<file path="src/rtl/branch_pkg.sv">
// Shared constants for the branch unit: condition codes, 2-bit BHT counter
// states, flag bit positions and the counter training helper.
package branch_pkg;

    // Condition codes carried by a branch instruction
    localparam logic [2:0] COND_NE     = 3'b000;
    localparam logic [2:0] COND_EQ     = 3'b001;
    localparam logic [2:0] COND_GT     = 3'b010;
    localparam logic [2:0] COND_LT     = 3'b011;
    localparam logic [2:0] COND_GE     = 3'b100;
    localparam logic [2:0] COND_LE     = 3'b101;
    localparam logic [2:0] COND_OV     = 3'b110;
    localparam logic [2:0] COND_UNCOND = 3'b111;

    // Bimodal counter states; the MSB is the predicted direction
    localparam logic [1:0] SNT = 2'b00;
    localparam logic [1:0] WNT = 2'b01;
    localparam logic [1:0] WT  = 2'b10;
    localparam logic [1:0] ST  = 2'b11;

    // Bit positions inside the {Z,V,N} flag vector
    localparam int FLAG_Z = 2;
    localparam int FLAG_V = 1;
    localparam int FLAG_N = 0;

    // Saturating step of a 2-bit counter towards the resolved direction
    function automatic logic [1:0] bht_next(input logic [1:0] state, input logic taken);
        logic [1:0] result;
        if (taken) begin
            result = (state == ST) ? ST : state + 2'd1;
        end else begin
            result = (state == SNT) ? SNT : state - 2'd1;
        end
        return result;
    endfunction

endpackage

</file>
<file path="src/rtl/branch_cond_eval.sv">
// Pure combinational evaluation of a 3-bit branch condition against Z/V/N.
module branch_cond_eval
    import branch_pkg::*;
(
    input  logic [2:0] cond,
    input  logic       z,
    input  logic       v,
    input  logic       n,
    output logic       taken
);

    // Decode the condition code into a taken/not-taken decision
    always_comb begin
        taken = 1'b0;
        case (cond)
            COND_NE:     taken = ~z;
            COND_EQ:     taken = z;
            COND_GT:     taken = ~z & ~n;
            COND_LT:     taken = n;
            COND_GE:     taken = z | ~n;
            COND_LE:     taken = z | n;
            COND_OV:     taken = v;
            COND_UNCOND: taken = 1'b1;
            default:     taken = 1'b0;
        endcase
    end

endmodule

</file>
<file path="src/rtl/branch_predict_unit.sv">
// Branch unit: Z/V/N flag register, condition evaluation with same-cycle
// flag bypass, bimodal 2-bit BHT prediction at fetch, registered resolution
// at execute and a saturating mispredict counter.
module branch_predict_unit
    import branch_pkg::*;
#(
    parameter int PC_W       = 16,
    parameter int BHT_DEPTH  = 16,
    parameter int CNT_W      = 16,
    parameter bit PREDICT_EN = 1'b1
) (
    input  logic             clk,
    input  logic             rst_n,
    input  logic             flag_we,
    input  logic [2:0]       flag_mask,
    input  logic [2:0]       flag_in,
    output logic [2:0]       flags,
    input  logic [PC_W-1:0]  pc_f,
    output logic             pred_taken,
    input  logic             br_valid,
    input  logic [2:0]       br_cond,
    input  logic [PC_W-1:0]  br_pc,
    input  logic             br_pred,
    input  logic             flush,
    output logic             res_valid,
    output logic             res_taken,
    output logic             res_mispredict,
    output logic [CNT_W-1:0] mispred_cnt
);

    localparam int IDX_W = $clog2(BHT_DEPTH);

    logic [2:0]       flags_q;
    logic [2:0]       flags_merged;
    logic [2:0]       flags_eff;
    logic             cond_taken;
    logic             br_accept;
    logic             pred_ref;
    logic             mispredict_now;
    logic [IDX_W-1:0] lookup_idx;
    logic [IDX_W-1:0] update_idx;
    logic [1:0]       bht [BHT_DEPTH];
    logic             unused_pc_bits;

    // Halfword-aligned PCs: bit 0 and the bits above the index never matter
    assign unused_pc_bits = ^{pc_f[0], pc_f[PC_W-1:IDX_W+1], br_pc[0], br_pc[PC_W-1:IDX_W+1]};

    assign flags_merged   = (flags_q & ~flag_mask) | (flag_in & flag_mask);
    assign flags_eff      = flag_we ? flags_merged : flags_q;
    assign flags          = flags_q;
    assign lookup_idx     = pc_f[IDX_W:1];
    assign update_idx     = br_pc[IDX_W:1];
    assign br_accept      = br_valid & ~flush;
    assign pred_ref       = PREDICT_EN ? br_pred : 1'b0;
    assign mispredict_now = cond_taken ^ pred_ref;

    branch_cond_eval u_cond_eval (
        .cond  (br_cond),
        .z     (flags_eff[FLAG_Z]),
        .v     (flags_eff[FLAG_V]),
        .n     (flags_eff[FLAG_N]),
        .taken (cond_taken)
    );

    // Flag register: masked write of the ALU result
    always_ff @(posedge clk or negedge rst_n) begin
        if (!rst_n) begin
            flags_q <= 3'b000;
        end else if (flag_we) begin
            flags_q <= flags_merged;
        end
    end

    // BHT training with the resolved direction of each surviving branch
    always_ff @(posedge clk or negedge rst_n) begin
        if (!rst_n) begin
            for (int i = 0; i < BHT_DEPTH; i++) begin
                bht[i] <= WNT;
            end
        end else if (br_accept && PREDICT_EN) begin
            bht[update_idx] <= bht_next(bht[update_idx], cond_taken);
        end
    end

    // Zero-cycle fetch lookup; sees the table before any same-edge update
    always_comb begin
        pred_taken = 1'b0;
        if (PREDICT_EN) begin
            pred_taken = bht[lookup_idx][1];
        end
    end

    // Registered resolution result; a flushed or absent branch yields no result
    always_ff @(posedge clk or negedge rst_n) begin
        if (!rst_n) begin
            res_valid      <= 1'b0;
            res_taken      <= 1'b0;
            res_mispredict <= 1'b0;
        end else begin
            res_valid      <= br_accept;
            res_taken      <= br_accept & cond_taken;
            res_mispredict <= br_accept & mispredict_now;
        end
    end

    // Saturating mispredict counter, sticks at all-ones
    always_ff @(posedge clk or negedge rst_n) begin
        if (!rst_n) begin
            mispred_cnt <= '0;
        end else if (br_accept && mispredict_now && (mispred_cnt != {CNT_W{1'b1}})) begin
            mispred_cnt <= mispred_cnt + CNT_W'(1);
        end
    end

endmodule

</file>
<file path="config.mk">
export PLATFORM = sky130hd
export DESIGN_NAME = branch_predict_unit
export DESIGN_NICKNAME = d
export VERILOG_FILES = /design/src/rtl/branch_pkg.sv /design/src/rtl/branch_cond_eval.sv /design/src/rtl/branch_predict_unit.sv
export SDC_FILE = /design/constraint.sdc
export NUM_CORES = 1
export LEC_CHECK = 0
export CAP_MARGIN = 0
export CORE_MARGIN = 3
export CORE_UTILIZATION = 30
export DETAILED_ROUTE_END_ITERATION = 7
export GPL_TIMING_DRIVEN = 0
export PLACE_DENSITY = 0.5
export SLEW_MARGIN = 20
export SYNTH_ARGS = -nofsm -noshare
export SYNTH_HDL_FRONTEND = slang
export SYNTH_SLANG_ARGS = --single-unit
</file>
<file path="constraint.sdc">
create_clock -name clk -period 2.7 [get_ports clk]
set_input_delay 0.54 -clock clk [delete_from_list [all_inputs] [get_ports clk]]
set_output_delay 0.54 -clock clk [all_outputs]
set_load 0.02 [all_outputs]
</file>
**After elaboration in Yosys (flattened, before gate mapping)**

Index checks and enable logic that the tools add are counted.

- Register bits after elaboration: 54

- Add/sub/neg operators: 3
- Magnitude comparators: 3
- Equal/unequal tests: 9
- Muxes and demuxes: 15
- Bitwise gates (word level): 16
- Reductions and logical operators: 5

Operators by type and width:

| operator | number |
|---|---|
| 32-bit bitwise mux | 1 |
| 2-bit two-way mux | 9 |
| 16-bit by 1-bit adder with 16-bit output, second input constant | 1 |
| 2-bit binary-select mux with 4-bit select | 2 |
| 16-bit != test, second input constant | 1 |
| 3-bit equality test, second input constant | 4 |
| 5-bit >= comparator, second input constant | 2 |
| 4-bit NOT with 5-bit output | 2 |
| 2-bit demux with 4-bit select | 1 |
| 1-bit case mux with 8 select lines | 1 |
| 3-bit bitwise AND | 2 |
| 3-bit by 2-bit equality test with 1-bit output, second input constant | 2 |
| 5-bit by 1-bit < comparator with 1-bit output, second input constant | 1 |
| 1-bit bitwise AND | 4 |
| 3-bit by 1-bit equality test with 1-bit output, second input constant | 1 |
| 1-bit logical AND | 3 |
| 3-bit logical NOT | 1 |
| 3-bit two-way mux | 1 |
| 1-bit NOT | 3 |
| 3-bit NOT | 1 |
| 3-bit OR | 1 |
| 2-bit by 1-bit adder with 2-bit output, second input constant | 1 |
| 2-bit equality test, second input constant | 1 |
| 2-bit logical NOT | 1 |
| 3 further kinds | 4 |

**Depth between registers and ports, before layout**

- Depth in word-level cells: 10
- Mapped depth: 9
- Mapped depth without buffers: 7

**Modules after synthesis**

Synthesis repeated with hierarchy kept, for this count alone.

- Cells, all modules: 211
- Area, all modules: 2737.6 µm²

Modules (own cells, without submodules):

| module | times used | cells each | area an instance (µm²) | seq. area each (µm²) |
|---|---|---|---|---|
| branch_predict_unit | 1 | 200 | 2661.3 | 1371.3 |
| branch_cond_eval | 1 | 11 | 76.3 | 0.0 |

**Least setup slack after synthesis**

Ideal clock, no wire load.

- Kind: input -> register
- Start: input port br_pc[2]
- End: register bht[24] in the netlist's numbering
- Setup time: 68 ps
- Arrival time: 2515 ps
- Data required time: 2632 ps
- Setup slack: 117 ps
- Stages: 7
- Buffers on the path: 3
- Path through: clkbuf_1 > clkbuf_1 > mux4_2 > mux4_2 > maj3_2 > buf_6 > a21oi_2

- Longest elaborated chain between the ends: 9
- Elaborated cells on any way between the ends: 18
- Those cells by class: add/sub (2); order compare (2); eq/ne (1); mux (10); bitwise (1); reduce/logical (2)

Ends and longest elaborated chain:

| item | RTL line | RTL |
|---|---|---|
| start, declared | branch_predict_unit.sv:22 | `input logic [PC_W-1:0] br_pc,` |
| 4-bit NOT with 5-bit output (implied by the code) (*) | branch_predict_unit.sv:81 | `bht[update_idx] <= bht_next(bht[update_idx], cond_taken);` |
| 2-bit binary-select mux with 4-bit select | branch_predict_unit.sv:81 |  |
| 2-bit two-way mux (implied by the code) (2 in a row) | branch_predict_unit.sv:81 |  |
| 2-bit by 1-bit subtractor with 2-bit output (tied with other cells) | branch_pkg.sv:32 | `result = (state == SNT) ? SNT : state - 2'd1;` |
| 2-bit two-way mux, on equally long branches | branch_pkg.sv:32, branch_pkg.sv:30 |  |
| 2-bit two-way mux | branch_pkg.sv:29 | `if (taken) begin` |
| 2-bit two-way mux | branch_predict_unit.sv:80 | `end else if (br_accept && PREDICT_EN) begin` |
| 32-bit bitwise mux (*) | branch_predict_unit.sv:81 |  |
| end signal, assigned by index | branch_predict_unit.sv:81 |  |
| end, declared | branch_predict_unit.sv:42 | `logic [1:0] bht [BHT_DEPTH];` |

Mark *: on every way between the ends. The rest lies on a longest branch, timed or not. The select of a mux whose other input is x is not followed.
A chain may end at the register's enable or synchronous reset.

**Worst setup path after layout**

- Start: input port flag_mask[2]
- End: register mispred_cnt[8]

- Longest elaborated chain between the ends: 10
- Elaborated cells on any way between the ends: 13
- Those cells by class: mux (2); bitwise (9); reduce/logical (2)

Ends and longest elaborated chain:

| item | RTL line | RTL |
|---|---|---|
| start, declared | branch_predict_unit.sv:15 | `input logic [2:0] flag_mask,` |
| 3-bit NOT | branch_predict_unit.sv:48 | `assign flags_merged = (flags_q & ~flag_mask) \| (flag_in & flag_mask);` |
| 3-bit bitwise AND | branch_predict_unit.sv:48 |  |
| 3-bit OR (*) | branch_predict_unit.sv:48 |  |
| 3-bit two-way mux (*) | n/a |  |
| named net u_cond_eval.z | branch_cond_eval.sv:6 | `input logic z,` |
| 1-bit NOT | branch_cond_eval.sv:16, branch_cond_eval.sv:18 |  |
| 1-bit bitwise AND | branch_cond_eval.sv:18 | `COND_GT: taken = ~z & ~n;` |
| 1-bit case mux with 8 select lines (*) | branch_cond_eval.sv:15 | `case (cond)` |
| 1-bit XOR (*) | branch_predict_unit.sv:55 | `assign mispredict_now = cond_taken ^ pred_ref;` |
| 1-bit logical AND (*) (2 in a row) | branch_predict_unit.sv:110 | `end else if (br_accept && mispredict_now && (mispred_cnt != {CNT_W{1'b1}})) begin` |
| end signal, assigned | branch_predict_unit.sv:111 | `mispred_cnt <= mispred_cnt + CNT_W'(1);` |
| end, declared | branch_predict_unit.sv:28 | `output logic [CNT_W-1:0] mispred_cnt` |

Mark *: on every way through the listed nets, which the timed path passes. The rest lies on a longest branch.

==> results.cfg <==
[route]
wire_per_inst_um = 14.43
via_density_per_instance = 4.759
drt_pass1_iterations = 4
routed_wirelength_um = 6640
first_iter_violations = 95
antenna_left = 0
remaining_drc_errors = 0
vias = 2189

[clock_network]
cts-root-to-sink-buffers = 2
postCtsHoldBufs = 0
cts_tree = done
cts_max_level = 2
clock_insertion_delay_worst_skew_ns = 0.31
clk_pin_slew_ns = 0.11
clock-root-buffer = clkbuf_8
cts_buffers = 5
clock-sinks = 54

[logic_synthesis]
yosys_warnings = 0
post_synth_num_cell_types = 40
synth_top_cells_by_area = dfrtp_1 33%, dfstp_2 15%, mux4_2 12%
cell_area_after_technology_mapping_um2 = 2872
synth_nets = 321
synth_top_cell_by_area = dfrtp_1
yosysTopAreaCellShare = 0.3312
synth-seq-area-share = 0.4776
synthesis.instances = 273
ys_seq_elements = 54
mean_instance_size_in_the_synthesized_netlist_um2 = 10.52

[final_layout]
most_common_cell_after_layout_fill_and_taps_aside = nand2_1
fin_nets = 378
drive_gt1_frac = 0.2417
layout_common_cells = 44 x nand2_1, 38 x dfrtp_1, 38 x clkdlybuf4s50_1
layoutNonFillerInstCount = 460
area_delta_synth_final_pct = 28.45
antenna_cells = 0
filler_cell_count = 959

[grt]
grt_pass1_vias = 2271
grt_first_pass_wirelength_um = 11630
global_route.overflow_total = 0
grt_max_degree = 42
antenna_found_initial = 0
gr-usage-all-layers = 0.1314

[placed_design]
dp_hpwl_um = 4862
pre_cts_ws_ns = -0.6166
placedCellCount = 446
gp_routability_congestion = 0.7664
numPortBuffers = 43

[timing]
skew_ns = 0.008051
worst-slew-pin-transition_ns = 0.5503
fmax_mhz = 379.3
finalSetupViolations = 0
setup_slack_ns = 0.06333
final.setup.tns_ns = 0
fin_crit_ns = 2.637
fin_worst_hold_slack_ns = 0.06922
max_slew_margin = 0.6303
hold_violations = 0
slew_viol_final = 0
fin_crit_sh = 0.9765
rsz0062_at_grt = no

[floorplanning]
start_util = 0.3093
fp.dieArea_um2 = 10780
floorplan_core_area_um2 = 9284
die_height_um = 103.8
fp_rows = 35
num_io_pins = 70
die_width_um = 103.8

[min_path]
worst_hold_path_type = input port to asynchronous set/reset pin

[worst_setup_path]
required_ns = 2.91
cp_max_fo = 5
cp_cell_sequence = clkdlybuf4s50_1, and3_4, or2_4, or3_4, a31oi_4, mux2_4, nand4_1, mux2_2
critical-path-slowest-cell = clkdlybuf4s50_1
critPathCaptureType = register
timing.setup.critical_path_class = input port to register
timing.critical_path.arrival_ns = 2.85
worstSetupStartpointType = input port
cpPeakStageDelay_ns = 0.42

[flow_run]
maxCapViolations = 0

[status]
run_status = finished, final reports clean

[pwr]
worst_ir_drop_vdd_v = 0.0004210
power.density_nw_per_um2 = 635.6
leakagePower_nw = 1.428
totalPowerFinal_mw = 2.344
==> cell families (layout without fill, tap and decap cells) <==
| family | count (synthesis) | after routing | synth area share |
|---|---|---|---|
| and+or+nand+nor | 124 | 124 | 0.1965 |
| DFF | 54 | 54 | 0.4776 |
| AOI/OAI and AO/OA | 46 | 46 | 0.1120 |
| muxes | 19 | 19 | 0.1346 |
| xor gates and xnor gates | 15 | 15 | 0.04575 |
| buffers and inverters | 13 | 71 | 0.02527 |
| adders and majority gates | 2 | 2 | 0.008278 |
==> worst max-delay path: cells and delay by family <==
kind                   cells  cell delay, ns
AOI/OAI and AO/OA          1            0.25
buffers and inverters      1            0.42
and+or+nand+nor            4            0.93
muxes                      2            0.69
==> synthesized netlist by cell type (all sizes together) <==
cell,count
o21ai,20
a21boi,2
ha,1
a311o,1
clkbuf,6
inv,4
nand4,4
buf,3
dfstp,16
nand2b,3
nor2,32
or2,3
a31oi,2
nand3,14
and4,1
mux4,15
a21bo,2
nor3,12
xnor2,13
dfrtp,38
xor2,2
nand2,44
maj3,1
a21oi,15
mux2,4
o31ai,2
or3,2
and2,2
nor2b,2
and4b,1
and3,4
o32ai,1
a2111oi,1
==> per-layer routing <==
layer,vias up,global-route usage,part of all wire
met5,-,0,0
met4,0,0.02849,0.0077
met3,4,0.02492,0.045
met2,52,0.2001,0.45
met1,1046,0.1948,0.49
li1,1087,-,-
==> worst paths after layout <==
path	startpoint	endpoint	slack, ns	depth (start not counted)
min	rst_n	bht[31]	0.07	1
max reg2reg	flags[2]	mispred_cnt[8]	0.34	7
min in group clk	bht[0]	bht[0]	0.50	2
max in group asynchronous	rst_n	bht[6]	2.10	2
max	flag_mask[2]	mispred_cnt[8]	0.06	8
min reg2reg	bht[0]	bht[0]	0.50	2
==> per-stage QoR <==
stage | util | area [µm²]
6_report | 0.3973 | 3689
5_1_grt | 0.3973 | 3689
4_1_cts | 0.3916 | 3636
3_5_place_dp | 0.3757 | 3488
3_3_place_gp | 0.3730 | 3463
2_1_floorplan | - | 2872
==> registers in the layout, indices dropped and copies added, names as in the netlist <==
signal	cells
res_valid	1
bht	32
mispred_cnt	16
res_mispredict	1
res_taken	1
flags	3
==> final cells by class <==
class,count,area [µm²],share of cell area
well taps,129,161.4,0.04376
repair buffers,50,504.2,0.1367
inverters,4,15.01,0.004071
clock buffers,5,68.82,0.01866
flip-flops and latches,54,1371,0.3718
clock inverters,3,43.79,0.01187
multi-input cells,206,1461,0.3962
plain buffers,9,62.56,0.01696
==> power by group <==
part	leakage, nW	total [mW]	internal [mW]	switching [mW]
Sequential	0.680	1.11	1.00	0.105
Combinational	0.689	0.672	0.340	0.331
Clock	0.0585	0.567	0.279	0.288
Total	1.43	2.34	1.62	0.725
==> repair_timing <==
item / in CTS / in global routing
setup buffers: 3 / 3
endpoints found under the setup margin: 20 / 18
gates resized for setup: 8 / 13
cloned: 0 / 0
pin swaps: 1 / 0
Power figures use the tool's default switching activity.
